<file path="config.mk">
export PLATFORM = sky130hd
export DESIGN_NAME = multi_flexcounter
export DESIGN_NICKNAME = d
export VERILOG_FILES = /design/src/rtl/multi_flexcounter.sv
export SDC_FILE = /design/constraint.sdc
export NUM_CORES = 1
export LEC_CHECK = 0
export ABC_AREA = 1
export ABC_CLOCK_PERIOD_IN_PS = 1600
export BUFFER_PORTS_ARGS = -buffer_cell sky130_fd_sc_hd__clkbuf_2
export CAP_MARGIN = 20
export CORE_ASPECT_RATIO = 0.8
export CORE_MARGIN = 2
export CORE_UTILIZATION = 25
export CTS_CLUSTER_DIAMETER = 100
export DETAILED_ROUTE_END_ITERATION = 10
export GPL_TIMING_DRIVEN = 0
export PLACE_DENSITY_LB_ADDON = 0.3
export SYNTH_ARGS = -nofsm -noshare
export SYNTH_HDL_FRONTEND = slang
export SYNTH_SLANG_ARGS = --single-unit
</file>
<file path="constraint.sdc">
create_clock -name clk -period 1.6 [get_ports clk]
set_clock_uncertainty 0.05 [all_clocks]
set_input_delay 0.24 -clock clk [delete_from_list [all_inputs] [get_ports clk]]
set_output_delay 0.24 -clock clk [all_outputs]
set_load 0.005 [all_outputs]
</file>
<file path="src/rtl/multi_flexcounter.sv">
// multi_flexcounter: NUM_CH independent terminal-count timers with strobe/done.
// Define FLEXCOUNTER_PRESCALE_EN to add a shared prescaler that gates the count tick.
module multi_flexcounter #(
  parameter int NUM_CH = 4,
  parameter int COUNTSIZE = 10000,
  parameter int PRESCALE_WIDTH = 8,
  localparam int COUNTWIDTH = $clog2(COUNTSIZE)
) (
  input  logic clk,
  input  logic nRST,
  input  logic [NUM_CH-1:0] enableCounter,
  input  logic [NUM_CH-1:0] clearCounter,
  input  logic [NUM_CH-1:0] oneShot,
  input  logic [NUM_CH*COUNTWIDTH-1:0] maxCount,
`ifdef FLEXCOUNTER_PRESCALE_EN
  input  logic [PRESCALE_WIDTH-1:0] prescaleDiv,
`endif
  output logic [NUM_CH*COUNTWIDTH-1:0] count,
  output logic [NUM_CH-1:0] strobe,
  output logic [NUM_CH-1:0] done,
  output logic anyStrobe
);

  logic tick;
  logic [COUNTWIDTH-1:0] max_a [NUM_CH];
  logic [COUNTWIDTH-1:0] cnt_q [NUM_CH];
  logic [COUNTWIDTH-1:0] cnt_d [NUM_CH];
  logic [NUM_CH-1:0] strobe_d;
  logic [NUM_CH-1:0] done_d;

`ifdef FLEXCOUNTER_PRESCALE_EN
  logic [PRESCALE_WIDTH-1:0] pre_q;

  // >= so a divisor lowered below the running value wraps at once
  assign tick = (pre_q >= prescaleDiv);

  always_ff @(posedge clk or negedge nRST) begin
    if (!nRST) begin
      pre_q <= '0;
    end else if (tick) begin
      pre_q <= '0;
    end else begin
      pre_q <= pre_q + 1'b1;
    end
  end
`else
  assign tick = (PRESCALE_WIDTH > 0);
`endif

  for (genvar g = 0; g < NUM_CH; g++) begin : g_ch
    assign max_a[g] = maxCount[g*COUNTWIDTH +: COUNTWIDTH];
    assign count[g*COUNTWIDTH +: COUNTWIDTH] = cnt_q[g];
  end

  always_comb begin
    for (int i = 0; i < NUM_CH; i++) begin
      cnt_d[i] = cnt_q[i];
      done_d[i] = done[i];
      strobe_d[i] = 1'b0;
      if (clearCounter[i]) begin
        cnt_d[i] = '0;
        done_d[i] = 1'b0;
      end else if (!done[i] && enableCounter[i] && tick) begin
        if (cnt_q[i] >= max_a[i]) begin
          cnt_d[i] = '0;
          strobe_d[i] = 1'b1;
          done_d[i] = oneShot[i];
        end else begin
          cnt_d[i] = cnt_q[i] + 1'b1;
        end
      end
    end
  end

  always_ff @(posedge clk or negedge nRST) begin
    if (!nRST) begin
      for (int i = 0; i < NUM_CH; i++) cnt_q[i] <= '0;
      strobe <= '0;
      done <= '0;
      anyStrobe <= 1'b0;
    end else begin
      for (int i = 0; i < NUM_CH; i++) cnt_q[i] <= cnt_d[i];
      strobe <= strobe_d;
      done <= done_d;
      anyStrobe <= |strobe_d;
    end
  end

endmodule

</file>
; ---- Word-level counts from Yosys, hierarchy flattened
; Cells that the tools add are included.
[classes]
n_addsub = 4
n_lt_le_gt_ge = 4
n_mux = 36
reduce_logical = 21
[op_table]
columns = op, count
row1 = 14-bit two-way mux, 12
row2 = "14-bit by 1-bit adder with 14-bit output, second input constant", 4
row3 = 14-bit greater-or-equal comparator, 4
row4 = 1-bit two-way mux, 24
row5 = 2-bit nonzero test, 8
row6 = 2-bit AND reduction, 4
row7 = 1-bit logical AND, 4
row8 = 1-bit logical NOT, 4
row9 = 4-bit OR reduction, 1
[word_totals]
regBits = 65
output_inout_bits = 65

; ---- Depth between registers and ports, before layout
; Gate-level depths: netlist of the first run.
[depth]
depth_word = 5
mapped_depth = 13
ltp_nobuf = 13

; ---- Worst setup path before layout of the first run
; No wires, ideal clock.
[synth_path]
kind = register -> register
startpoint = register cnt_q (netlist bit count[13])
endpoint = register cnt_q (netlist bit count[13])
setup_time_ps = 120
t_arrival_ps = 1476
required_ps = 1430
slack_ps = -45
stages_incl_launch_ff = 12
period_less_slack_ps = 1645
cell_sequence = dfrtp_1 -> ha_1 -> nand2_1 -> nor2_1 -> nand2_1 -> nor2_1 -> nand2_1 -> nand3_2 -> nand2_1 -> nand2_1 -> buf_4 -> nor2_1
[synth_via]
elab_chain_len = 4
elab_cells_between_ends = 5
classes_between = add/sub: 1 / order compare: 1 / mux: 3
[synth_lines]
columns = item, line
row1 = start: declaration, 26  ; logic [COUNTWIDTH-1:0] cnt_q [NUM_CH];
row2 = 14-bit by 1-bit adder with 14-bit output or 14-bit greater-or-equal comparator (tied branches), "69, 64"
row3 = 14-bit two-way mux (*), 64  ; if (cnt_q[i] >= max_a[i]) begin
row4 = 14-bit two-way mux (*), 63  ; end else if (!done[i] && enableCounter[i] && tick) begin
row5 = 14-bit two-way mux (*), 60  ; if (clearCounter[i]) begin
; Every way passes the cells marked *; elsewhere a longest branch is shown, timed or not. The select of a mux whose other input is x is not followed.
; A chain may end at the register's enable or synchronous reset.

; ---- Final worst setup path of the first run
[layout_path]
startpoint = register cnt_q (netlist bit count[25])
endpoint = register cnt_q (netlist bit count[25])
; Same word-level chain as after synthesis.

==> results of run 1 <==
-- registers in the layout (all words and copies together) (netlist names) --
name       flops
strobe         4
count         56
done           4
anyStrobe      1
-- cells by family after synthesis --
family	after synthesis
AND/OR/NAND/NOR	353
flip-flops	65
AO/OA/AOI/OAI	49
XOR/XNOR	30
adder cells (fa/ha/maj)	60
buffers and inverters	132
-- synthesized netlist by cell type (all sizes together) --
library cell | number | area (sq um)
clkinv | 1 | 3.75
buf | 2 | 18.8
and2 | 4 | 30.0
nand2 | 199 | 757
or2 | 1 | 6.26
nor2 | 87 | 387
ha | 60 | 751
a21oi | 27 | 139
o21ai | 18 | 90.1
o22ai | 2 | 12.5
nand3b | 2 | 15.0
nand3 | 38 | 205
nand4 | 8 | 56.3
inv | 129 | 484
xnor2 | 5 | 43.8
dfrtp | 65 | 1630
xor2 | 25 | 219
a21o | 1 | 7.51
a31o | 1 | 8.76
nor4 | 1 | 6.26
nor3 | 13 | 92.6
-- how the worst max path moves through the flow --
stage / slack [ns] / start / end
after floorplan: -0.01 / count[11]$_DFFE_PN0P_ / count[13]$_DFFE_PN0P_
after CTS: -0.17 / count[13]$_DFFE_PN0P_ / count[4]$_DFFE_PN0P_
after global placement: -0.38 / nRST / count[11]$_DFFE_PN0P_
after global routing: -0.27 / count[25]$_DFFE_PN0P_ / count[25]$_DFFE_PN0P_
after detailed placement: -0.33 / count[27]$_DFFE_PN0P_ / count[25]$_DFFE_PN0P_
final: -0.18 / count[25]$_DFFE_PN0P_ / count[25]$_DFFE_PN0P_
-- what timing repair did --
item / in CTS / in global routing
hold buffers: 1 / 0
endpoints found under the setup margin: 65 / 65
gates resized for setup: 115 / 159
pin swaps: 51 / 62
gates cloned: 1 / 0
endpoints found under the hold margin: 30 / 0
buffers inserted: 42 / 37
-- through the flow --
| step | setup WS [ns] | power, mW | area, sq um | hold WS (ns) |
|---|---|---|---|---|
| floorplan | -0.0119 | 1.95 | 4970 | -0.106 |
| global placement | -0.381 | 2.16 | 5970 | 0.391 |
| detailed placement | -0.327 | 2.18 | 5990 | 0.225 |
| CTS | -0.169 | 4.39 | 7140 | 0.0436 |
| global route | -0.273 | 4.70 | 8200 | 0.0607 |
| finish | -0.178 | 4.46 | 8200 | 0.0601 |
-- metal layers --
metal / GRT usage, % / up-vias / routed length (microns)
met4: 3.20 / 0 / 110
met2: 21.5 / 105 / 7080
met1: 19.1 / 2368 / 7050
li1: - / 2596 / -
met5: 0 / - / 0
met3: 2.92 / 10 / 654
-- report_power, final --
group          total [mW]  switching (mW)  internal, mW
sequential           1.69          0.0244          1.67
combinational       0.711           0.401         0.310
clock                2.06           0.726          1.33
total                4.46            1.15          3.31
-- layout make-up --
class / instances / share of cell area (%)
multi-input cells: 492 / 49.3
flip-flops and latches: 65 / 20.3
repair buffers: 216 / 16.3
clock buffers: 14 / 3.34
plain buffers: 2 / 0.275
well taps: 264 / 4.03
inverters: 130 / 6.04
clock inverters: 2 / 0.427
-- worst max-delay path, cell delays in order, from the launching register on --
cell and delay, ns:
dfrtp_2 0.45, ha_4 0.26, a21oi_1 0.18, nor2_1 0.09, nor2_4 0.14, nand3_4 0.13
nor2_4 0.24, nand2_1 0.08, o21ai_1 0.08
==> impl_metrics.ini, run 1 <==
[power_and_ir_drop]
power_density_mw_per_mm2 = 544
p_leak_nw = 4.11
irDropWorstVdd_v = 0.000464

[clocking]
cts_max_level = 3
cts-root-buf = clkbuf_16
cts_made_buffers = 9
clock-sinks = 65
clk_pin_slew_ns = 0.06
clock_latency_ns = 0.33
tritoncts = yes
clockBufferDepth = 2

[sta]
finalMaxSlewViolations = 0
rsz0062_at_grt = true
hold_violations = 0
finalSetupViolCount = 61
tightest_slew_ns = 0.492
finalCritPeriodShare_pct = 111
clock.fmax_ghz = 0.563
layout_min_cycle_time_ns = 1.78
fin_tns_setup_ns = -6.24
worst_slack_ns = -0.178
slew_headroom_pct = 67.2

[logic_synthesis]
synth-xor-area-share_pct = 5.30
syn-num-nets = 819
synth_compound_area_share_pct = 5.20
synth_fa_ha_area_share_pct = 15.1
synth-seq-cells = 65
synth_simple_gate_area_share_pct = 31.4
synth_top_family_by_area = simple AND/OR/NAND/NOR gates
synth_cells = 689
yosys_warnings = 0
syn_avg_cell_area_sq_um = 7.20
synthDistinctLibCells = 33
synth_seq_area_share_pct = 32.8
synth_area_sq_mm = 0.00496
synthMuxAreaShare_pct = 0

[global_route]
track_usage_pct = 13.6
grt_pass1_wl_mm = 22.7
grt_pass1_vias = 4601
antenna_found_initial = 0
grt-ovfl-total = 0
grt_max_degree = 36

[floorplan]
rows = 46
die_h_microns = 130
core-area_sq_mm = 0.0196
start_util_pct = 25.3
die_area_sq_mm = 0.0210
dieWidth_microns = 161
io_pins = 135

[run_status]
violations = negative setup slack
outcome = complete, but fails checks

[job]
drv_cap = 0

[cells_and_area]
antenna_cells = 0
fillers = 2035
area_growth_pct = 65.3
final_util_pct = 41.8
layout-drive-gt1-share_pct = 51.6
final_cell_mix = nand2_1 (145), clkbuf_2 (133), inv_1 (114)
multi_input_area_sq_mm = 0.00404
finalNonFillerCells = 1185
nets = 1046
final_common_cell = nand2_1
final-seq-area_sq_mm = 0.00166

[detailed_routing]
dr.pass1.iters = 4
drt_iter0_drc = 162
drc_errors = 0
via_per_inst = 4.29
wl_per_cell_microns = 12.6
final_antenna_net_count = 0
routed_wl_mm = 14.9
via_count = 5079

[hold_path]
min-delay-start = oneShot[2]
holdCritPathClass = in -> reg
min_to = done[2]$_DFFE_PN0P_
hold_depth = 3

[worst_setup_path]
crit_type = reg -> reg
worst_r2r_path_depth = 8
startpoint_type = flop
r2r_start = count[25]$_DFFE_PN0P_
worstPathArrival_ns = 1.97
crit_required_ns = 1.80
cp-end-kind = flop
worst-path-max-fanout = 6
ff2ff_setup_slack_ns = -0.18
timing.rr.end = count[25]$_DFFE_PN0P_

[placement]
port_buffers = 134
gp_congestion = 0.772
dp.cells = 1088
dp_hpwl_mm = 10.1
Power figures use the tool's default switching activity.
==> run 2, diff against run 1 <==
PLACE_DENSITY = 0.55   (was default)
PLACE_DENSITY_LB_ADDON = default   (was 0.3)
==> impl_metrics.ini, run 2 (synthesis results as in run 1) <==
[run_status]
outcome = complete, but fails checks
violations = negative setup slack

[power_and_ir_drop]
power_density_mw_per_mm2 = 530
p_leak_nw = 4.12
irDropWorstVdd_v = 0.000404

[global_route]
antenna_found_initial = 0
grt-ovfl-total = 0
grt_max_degree = 37
grt_pass1_vias = 4642
grt_pass1_wl_mm = 23.1
track_usage_pct = 13.7

[floorplan]
die_h_microns = 130
core-area_sq_mm = 0.0196
start_util_pct = 25.3
io_pins = 135
rows = 46
die_area_sq_mm = 0.0210
dieWidth_microns = 161

[cells_and_area]
final-seq-area_sq_mm = 0.00166
layout-drive-gt1-share_pct = 50.5
area_growth_pct = 63.9
antenna_cells = 0
nets = 1047
final_util_pct = 41.4
finalNonFillerCells = 1185
largest_reg_flops = 56
fillers = 1968
stdcell_area_sq_mm = 0.00813
final_common_cell = nand2_1
final_cell_mix = nand2_1 (152), clkbuf_2 (133), inv_1 (114)
multi_input_area_sq_mm = 0.00401

[detailed_routing]
top_layer = met4
routed_wl_mm = 15.0
via_per_inst = 4.25
wl_per_cell_microns = 12.6
drc_errors = 0
via_count = 5036
drt-met1-wl_mm = 7.38
route.met2.wl_mm = 6.95
dr.pass1.iters = 4
route.met3.wl_microns = 524
drt_iter0_drc = 173
final_antenna_net_count = 0

[placement]
dp_hpwl_mm = 9.99
gp_congestion = 0.777
port_buffers = 134
placedInstanceArea_sq_mm = 0.00599
dp.cells = 1088

[worst_setup_path]
critPathMaxStageDelay_ns = 0.43
startpoint_type = flop
cp-end-kind = flop
crit_required_ns = 1.77
worst-path-max-fanout = 5
path_cells = ha_4 -> nand2_1 -> nor2_4 -> nand2_1 -> nand3_2 -> nand2_2 -> nand3_4 -> nand2_2 -> nand2_4 -> buf_6 -> nor2_1
worstPathArrival_ns = 1.89
crit_type = reg -> reg
slowest_stage = dfrtp_1

[sta]
finalSetupViolCount = 61
finalMaxSlewViolations = 0
fin_tns_setup_ns = -4.23
finalCritPeriodShare_pct = 107
worst_slack_ns = -0.117
tightest_slew_ns = 0.481
hold_violations = 0
layout_min_cycle_time_ns = 1.72
clock.fmax_ghz = 0.582
slew_headroom_pct = 67.9
rsz0062_at_grt = true

[clocking]
cts_max_level = 3
cts_made_buffers = 9
tritoncts = yes
cts-root-buf = clkbuf_16
clock_latency_ns = 0.34
clockBufferDepth = 2
clock-sinks = 65
clk_pin_slew_ns = 0.05

[hold_path]
holdCritPathClass = in -> reg

[job]
drv_cap = 0
run 2: power breakdown:
| group | leakage (nW) | switching [mW] | total [mW] | internal, mW |
|---|---|---|---|---|
| clock | 0.138 | 0.740 | 1.90 | 1.17 |
| sequential | 0.863 | 0.0217 | 1.69 | 1.67 |
| combinational | 3.12 | 0.402 | 0.713 | 0.311 |
| total | 4.12 | 1.16 | 4.31 | 3.14 |
run 2: routing by layer:
metal | up-vias | global-route usage, %
met5 | - | 0
met4 | 0 | 3.36
met3 | 10 | 3.15
met2 | 92 | 21.2
met1 | 2319 | 19.5
li1 | 2615 | -
run 2: critical path: cells and delay by family, from the launching register on:
kind	cells	cell delay, ns
adder cells (fa/ha/maj)	1	0.29
buffers and inverters	1	0.13
flip-flops	1	0.43
AND/OR/NAND/NOR	9	0.70
run 2: area by class of cell:
cell class                 instances  area share [%]
inverter                         130            6.11
multi-input combinational        492            49.3
buffer                             2           0.277
clock buffer                      13            3.32
tap                              264            4.06
timing repair buffer             217            16.4
clock inverter                     2           0.154
sequential                        65            20.4
run 2: timing repair:
action	CTS	global route
hold endpoints to repair	29	0
gates cloned	1	0
hold buffers	1	0
gates resized for setup	122	140
pin swaps	34	63
setup buffers	51	29
endpoints found under the setup margin	65	65
run 2: final timing paths:
check,end,slack [ns],start,cells after the start
max,count[4]$_DFFE_PN0P_,-0.12,count[3]$_DFFE_PN0P_,11
min,done[1]$_DFFE_PN0P_,0.06,oneShot[1],3
max reg2reg,count[4]$_DFFE_PN0P_,-0.12,count[3]$_DFFE_PN0P_,11
min reg2reg,done[0]$_DFFE_PN0P_,0.51,done[0]$_DFFE_PN0P_,2
max in group asynchronous,count[37]$_DFFE_PN0P_,0.53,nRST,3
min in group asynchronous,count[23]$_DFFE_PN0P_,0.36,nRST,2
run 2: stage by stage:
step                      hold WS, ns  setup slack (ns)  power (mW)
after floorplan                -0.106           -0.0119        1.95
after global routing           0.0536            -0.240        4.56
after CTS                      0.0470            -0.154        4.22
final                          0.0574            -0.117        4.31
after global placement          0.393            -0.411        2.17
after detailed placement        0.207            -0.322        2.18
